$ cat src/rtl/mmio_pkg.sv
// Register map constants and byte-lane helpers for the memory-mapped GPIO block.
package mmio_pkg;

    localparam int WINDOW_SIZE = 'h20;
    localparam int ADDR_W      = $clog2(WINDOW_SIZE);

    localparam logic [ADDR_W-1:0] ADDR_LEVEL  = 5'h00;
    localparam logic [ADDR_W-1:0] ADDR_EDGE   = 5'h04;
    localparam logic [ADDR_W-1:0] ADDR_OUT    = 5'h08;
    localparam logic [ADDR_W-1:0] ADDR_TOGGLE = 5'h0C;
    localparam logic [ADDR_W-1:0] ADDR_IRQ_EN = 5'h10;

    // Each field occupies one aligned 4-byte word; bits [1:0] pick the byte lane.
    function automatic logic is_field(input logic [ADDR_W-1:0] addr, input logic [ADDR_W-1:0] base);
        return addr[ADDR_W-1:2] == base[ADDR_W-1:2];
    endfunction

    function automatic logic [7:0] field_byte(input logic [31:0] field, input logic [1:0] lane);
        return field[8*lane +: 8];
    endfunction

endpackage

$ cat src/rtl/mmio_gpio_input_debouncer.sv
// One input channel: 2-flop synchroniser, stability counter, debounced level and rise pulse.
module input_debouncer
    import mmio_pkg::*;
#(
    parameter int DEBOUNCE_CYCLES = 16
) (
    input  logic clk,
    input  logic reset_n,
    input  logic pin,
    output logic level,
    output logic rise
);

    localparam int CNT_W = $clog2(DEBOUNCE_CYCLES + 1);
    localparam logic [CNT_W-1:0] CNT_LAST = CNT_W'(DEBOUNCE_CYCLES - 1);

    logic [1:0]       sync_q;
    logic [CNT_W-1:0] cnt_q;
    logic             accept;

    // The cycle that completes the stable run both commits the new level and emits rise,
    // so the edge flag is set on the same clock as the level change.
    assign accept = (sync_q[1] != level) && (cnt_q == CNT_LAST);
    assign rise   = accept && sync_q[1];

    always_ff @(posedge clk or negedge reset_n) begin
        if (!reset_n) begin
            sync_q <= '0;
            cnt_q  <= '0;
            level  <= 1'b0;
        end else begin
            sync_q <= {sync_q[0], pin};
            if (sync_q[1] == level) begin
                cnt_q <= '0;
            end else if (accept) begin
                cnt_q <= '0;
                level <= sync_q[1];
            end else begin
                cnt_q <= cnt_q + CNT_W'(1);
            end
        end
    end

endmodule

$ cat src/rtl/mmio_gpio.sv
// Memory-mapped GPIO: debounced inputs with sticky rise flags and interrupt, byte-writable outputs.
module mmio_gpio
    import mmio_pkg::*;
#(
    parameter int N_IN            = 10,
    parameter int N_OUT           = 10,
    parameter int DEBOUNCE_CYCLES = 16
) (
    input  logic              clk,
    input  logic              reset_n,
    input  logic [ADDR_W-1:0] addr,
    input  logic              wr_en,
    input  logic [7:0]        wr_data,
    input  logic              rd_en,
    output logic [7:0]        rd_data,
    output logic              rd_valid,
    input  logic [N_IN-1:0]   pins_in,
    output logic [N_OUT-1:0]  pins_out,
    output logic              irq
);

    logic [N_IN-1:0]  level;
    logic [N_IN-1:0]  rise;
    logic [N_IN-1:0]  edge_q;
    logic [N_IN-1:0]  irq_en_q;
    logic [N_OUT-1:0] out_q;

    for (genvar i = 0; i < N_IN; i++) begin : g_in
        input_debouncer #(
            .DEBOUNCE_CYCLES(DEBOUNCE_CYCLES)
        ) u_debouncer (
            .clk    (clk),
            .reset_n(reset_n),
            .pin    (pins_in[i]),
            .level  (level[i]),
            .rise   (rise[i])
        );
    end

    assign pins_out = out_q;

    logic wr_edge, wr_out, wr_toggle, wr_irq_en;

    assign wr_edge   = wr_en && is_field(addr, ADDR_EDGE);
    assign wr_out    = wr_en && is_field(addr, ADDR_OUT);
    assign wr_toggle = wr_en && is_field(addr, ADDR_TOGGLE);
    assign wr_irq_en = wr_en && is_field(addr, ADDR_IRQ_EN);

    always_ff @(posedge clk or negedge reset_n) begin
        if (!reset_n) begin
            edge_q   <= '0;
            irq_en_q <= '0;
            out_q    <= '0;
            irq      <= 1'b0;
        end else begin
            irq <= |(edge_q & irq_en_q);
            // A rise in the same cycle as a W1C must survive, so it takes priority.
            for (int i = 0; i < N_IN; i++) begin
                if (rise[i]) begin
                    edge_q[i] <= 1'b1;
                end else if (wr_edge && addr[1:0] == 2'(i / 8) && wr_data[3'(i % 8)]) begin
                    edge_q[i] <= 1'b0;
                end
                if (wr_irq_en && addr[1:0] == 2'(i / 8)) begin
                    irq_en_q[i] <= wr_data[3'(i % 8)];
                end
            end
            for (int i = 0; i < N_OUT; i++) begin
                if (wr_out && addr[1:0] == 2'(i / 8)) begin
                    out_q[i] <= wr_data[3'(i % 8)];
                end else if (wr_toggle && addr[1:0] == 2'(i / 8)) begin
                    out_q[i] <= out_q[i] ^ wr_data[3'(i % 8)];
                end
            end
        end
    end

    logic [31:0] level_w, edge_w, out_w, irq_en_w;
    logic [7:0]  rd_byte;

    always_comb begin
        level_w  = '0;
        edge_w   = '0;
        out_w    = '0;
        irq_en_w = '0;
        level_w[N_IN-1:0]  = level;
        edge_w[N_IN-1:0]   = edge_q;
        out_w[N_OUT-1:0]   = out_q;
        irq_en_w[N_IN-1:0] = irq_en_q;
    end

    // TOGGLE and the unused tail of the window fall through to zero.
    always_comb begin
        rd_byte = '0;
        if (is_field(addr, ADDR_LEVEL)) begin
            rd_byte = field_byte(level_w, addr[1:0]);
        end else if (is_field(addr, ADDR_EDGE)) begin
            rd_byte = field_byte(edge_w, addr[1:0]);
        end else if (is_field(addr, ADDR_OUT)) begin
            rd_byte = field_byte(out_w, addr[1:0]);
        end else if (is_field(addr, ADDR_IRQ_EN)) begin
            rd_byte = field_byte(irq_en_w, addr[1:0]);
        end
    end

    always_ff @(posedge clk or negedge reset_n) begin
        if (!reset_n) begin
            rd_data  <= '0;
            rd_valid <= 1'b0;
        end else begin
            rd_valid <= rd_en;
            if (rd_en) begin
                rd_data <= rd_byte;
            end
        end
    end

endmodule

$ cat config.mk
export PLATFORM = sky130hd
export DESIGN_NAME = mmio_gpio
export DESIGN_NICKNAME = d
export VERILOG_FILES = /design/src/rtl/mmio_pkg.sv /design/src/rtl/mmio_gpio_input_debouncer.sv /design/src/rtl/mmio_gpio.sv
export SDC_FILE = /design/constraint.sdc
export NUM_CORES = 1
export LEC_CHECK = 0
export CAP_MARGIN = 20
export CORE_ASPECT_RATIO = 1.1
export CORE_MARGIN = 3
export CORE_UTILIZATION = 40
export CTS_BUF_LIST = sky130_fd_sc_hd__clkbuf_16
export DETAILED_ROUTE_END_ITERATION = 8
export HOLD_SLACK_MARGIN = 0.12
export PLACE_DENSITY_LB_ADDON = 0.25
export SLEW_MARGIN = 20
export SYNTH_ARGS = -nofsm -noshare
export SYNTH_HDL_FRONTEND = slang
export SYNTH_SLANG_ARGS = --single-unit
$ cat constraint.sdc
create_clock -name clk -period 4 [get_ports clk]
set_input_delay 0.6 -clock clk [delete_from_list [all_inputs] [get_ports clk]]
set_output_delay 0.6 -clock clk [all_outputs]
set_load 0.1 [all_outputs]
==> flow_metrics.py <==
metrics = {
    "status": {
        "outcome": "finished, final reports clean",
    },
    "power_and_ir_drop": {
        "p_leak_nw": 2.56,
        "total_power_w": 0.00252,
        "power_switching_w": 0.000725,
        "switching_share": 0.287,
        "p_int_w": 0.00180,
        "clkPwrFrac": 0.358,
        "power_frac_comb": 0.147,
        "seq_power_share": 0.496,
        "ir_drop_v": 0.000190,
        "power.density_mw_per_mm2": 464,
    },
    "sta": {
        "fin_crit_sh": 0.629,
        "drv_slew": 0,
        "setup_violations": 0,
        "hold_violations": 0,
        "finClkSkew_ns": 0.00833,
        "max_freq_ghz": 0.398,
        "grt_setup_unrepaired": "no",
        "min_period_ns": 2.52,
        "slew_headroom": 0.306,
        "finalSetupTns_ns": 0,
        "worst_pin_slew_ns": 1.04,
    },
    "worst_setup_path": {
        "path_cells": "clkdlybuf4s50_1",
        "crit_family": "buffers and inverters",
        "slowest_stage": "clkdlybuf4s50_1",
        "slowest_delay_ns": 1.15,
        "endpoint_kind": "output pin",
        "required_ns": 3.40,
        "crit_arrival_ns": 1.92,
        "critPathKind": "reg2out",
        "startpoint_type": "flip-flop",
        "path_max_fanout": 4,
        "cp_num_buf_inv": 1,
    },
    "logic_synthesis": {
        "synth_edf_count": 0,
        "synth_cell_types": 40,
        "ys_async_sr_fraction": 1.00,
        "syn_area_sq_mm": 0.00462,
        "ys.warnings.count": 0,
        "yosysTopAreaCellShare": 0.606,
        "ys_ff_latch": 112,
        "yosysSeqAreaShare": 0.606,
        "avgSynthCellArea_sq_um": 11.4,
        "synthTopCellsByArea": "dfrtp_1 (61%), xor2_1 (5.1%), nor2_1 (3.4%)",
        "synth_cells": 406,
        "yosys.area.top_type": "dfrtp_1",
        "synthFlopType": "dfrtp_1",
    },
    "global_routing": {
        "grt_antenna_before_repair": 0,
        "track_usage": 0.144,
        "grt_pass1_wl_mm": 14.6,
        "overflow": 0,
        "grt_pass1_vias": 3088,
        "grt_max_degree": 67,
    },
    "routing": {
        "drc_errors": 0,
        "drt-wirelength-per-cell_um": 13.9,
        "firstDrtPassIters": 4,
        "num_vias": 3029,
        "viasPerCell": 5.03,
        "drt_wl_total_mm": 8.37,
        "drtAntennaViolNets": 0,
        "detail_route.iter0.violations": 102,
    },
    "clocking": {
        "clock_sinks": 112,
        "clockBufferDepth": 2,
        "clk_pin_slew_ns": 0.08,
        "clk_latency_ns": 0.35,
        "cts_tree": "yes",
        "root_buffer": "clkbuf_16",
        "cts_max_level": 3,
        "post-cts-setup-buffers": 0,
        "cts_resized": 0,
        "cts_hold_buf": 0,
        "cts_inserted_buffers": 9,
    },
    "placement": {
        "gp_congestion": 0.785,
        "portBuffers": 38,
        "dp_hpwl_mm": 6.04,
    },
    "hold_path": {
        "holdCritPathClass": "in2async",
    },
    "layout": {
        "mostFrequentLayoutCells": "dfrtp_1 (112), nor2_1 (42), clkdlybuf4s50_1 (37)",
        "finish.utilization": 0.490,
        "fillers": 1021,
        "layout-drive-gt1-share": 0.0747,
        "area_delta_synth_final_pct": 17.8,
        "final_common_cell": "dfrtp_1",
        "layout.nets": 487,
        "antennaDiodeCount": 0,
    },
    "die": {
        "rows": 40,
        "io_pins": 47,
        "core_area_sq_mm": 0.0111,
        "initial_core_util": 0.416,
        "die-area_sq_mm": 0.0129,
        "die_h_um": 119,
        "die_w_um": 109,
    },
    "run": {
        "cap_violations": 0,
    },
}
-- through the flow --
step / hold slack [ns] / setup slack [ns] / instance area, sq um / std cells
2_1_floorplan: 0.304 / 2.34 / 4640 / 409
3_3_place_gp: 0.334 / 1.38 / 5140 / 586
3_5_place_dp: 0.335 / 1.38 / 5140 / 586
4_1_cts: 0.351 / 1.46 / 5450 / 602
5_1_grt: 0.366 / 1.43 / 5450 / 602
6_report: 0.338 / 1.48 / 5450 / 602
-- per-layer routing --
layer | vias up | share of wire | GRT usage
li1 | 1486 | - | -
met1 | 1501 | 0.45 | 0.189
met2 | 34 | 0.50 | 0.227
met3 | 8 | 0.033 | 0.0393
met4 | 0 | 0.016 | 0.0545
met5 | - | 0 | 0
-- logic make-up after synthesis --
| kind of cell | synth area share |
|---|---|
| simple gates | 0.138 |
| flops | 0.606 |
| compound gates | 0.0996 |
| buf+inv | 0.0392 |
| xor+xnor | 0.0549 |
| mux | 0.0344 |
| fa+ha+maj | 0.0271 |
| other cells | 0.000811 |
-- sequential cells by signal, summed over array words and instances (netlist names) --
signal / count
edge_q: 10
g_in.u_debouncer.cnt_q: 50
g_in.u_debouncer.level: 10
g_in.u_debouncer.sync_q: 20
irq: 1
irq_en_q: 6
pins_out: 6
rd_data: 8
rd_valid: 1
-- power groups by stage --
stage	clock network [W]	registers [W]	logic (W)
floorplan	0	0.00140	0.000128
global placement	0	0.00127	0.000369
detailed placement	0	0.00127	0.000374
CTS	0.000932	0.00125	0.000375
global route	0.000981	0.00126	0.000403
finish	0.000903	0.00125	0.000370
-- path summary, 6_finish.rpt --
path                                                from                       endpoint  slack (ns)  depth (start not counted)
min reg2reg                g_in[5].u_debouncer.sync_q[0]  g_in[5].u_debouncer.sync_q[1]        0.35                          0
min in group clk           g_in[5].u_debouncer.sync_q[0]  g_in[5].u_debouncer.sync_q[1]        0.35                          0
min                                              reset_n   g_in[2].u_debouncer.cnt_q[3]        0.34                          1
max in group asynchronous                        reset_n                      edge_q[8]        2.82                          2
max                                          pins_out[0]                    pins_out[0]        1.48                          1
max reg2reg                 g_in[3].u_debouncer.cnt_q[0]      g_in[3].u_debouncer.level        2.60                          4
-- area by class of cell --
| type | count | area, sq um | share of cell area |
|---|---|---|---|
| clock inverter | 7 | 81.3 | 0.0149 |
| tap | 147 | 184 | 0.0338 |
| inverter | 27 | 101 | 0.0186 |
| clock buffer | 9 | 225 | 0.0414 |
| sequential | 112 | 2800 | 0.515 |
| timing repair buffer | 41 | 400 | 0.0735 |
| multi-input combinational | 259 | 1650 | 0.303 |
-- cell usage after synthesis (9+ instances only) --
master and n:
nor2_1 42, ha_1 10, nand3_1 27, and2_1 10, a22oi_1 9, and3_1 10
o21ai_0 27, xor2_1 27, a21oi_1 14, dfrtp_1 112, nand2_1 16, inv_1 27
No activity file was read; power rests on OpenSTA's default activity.
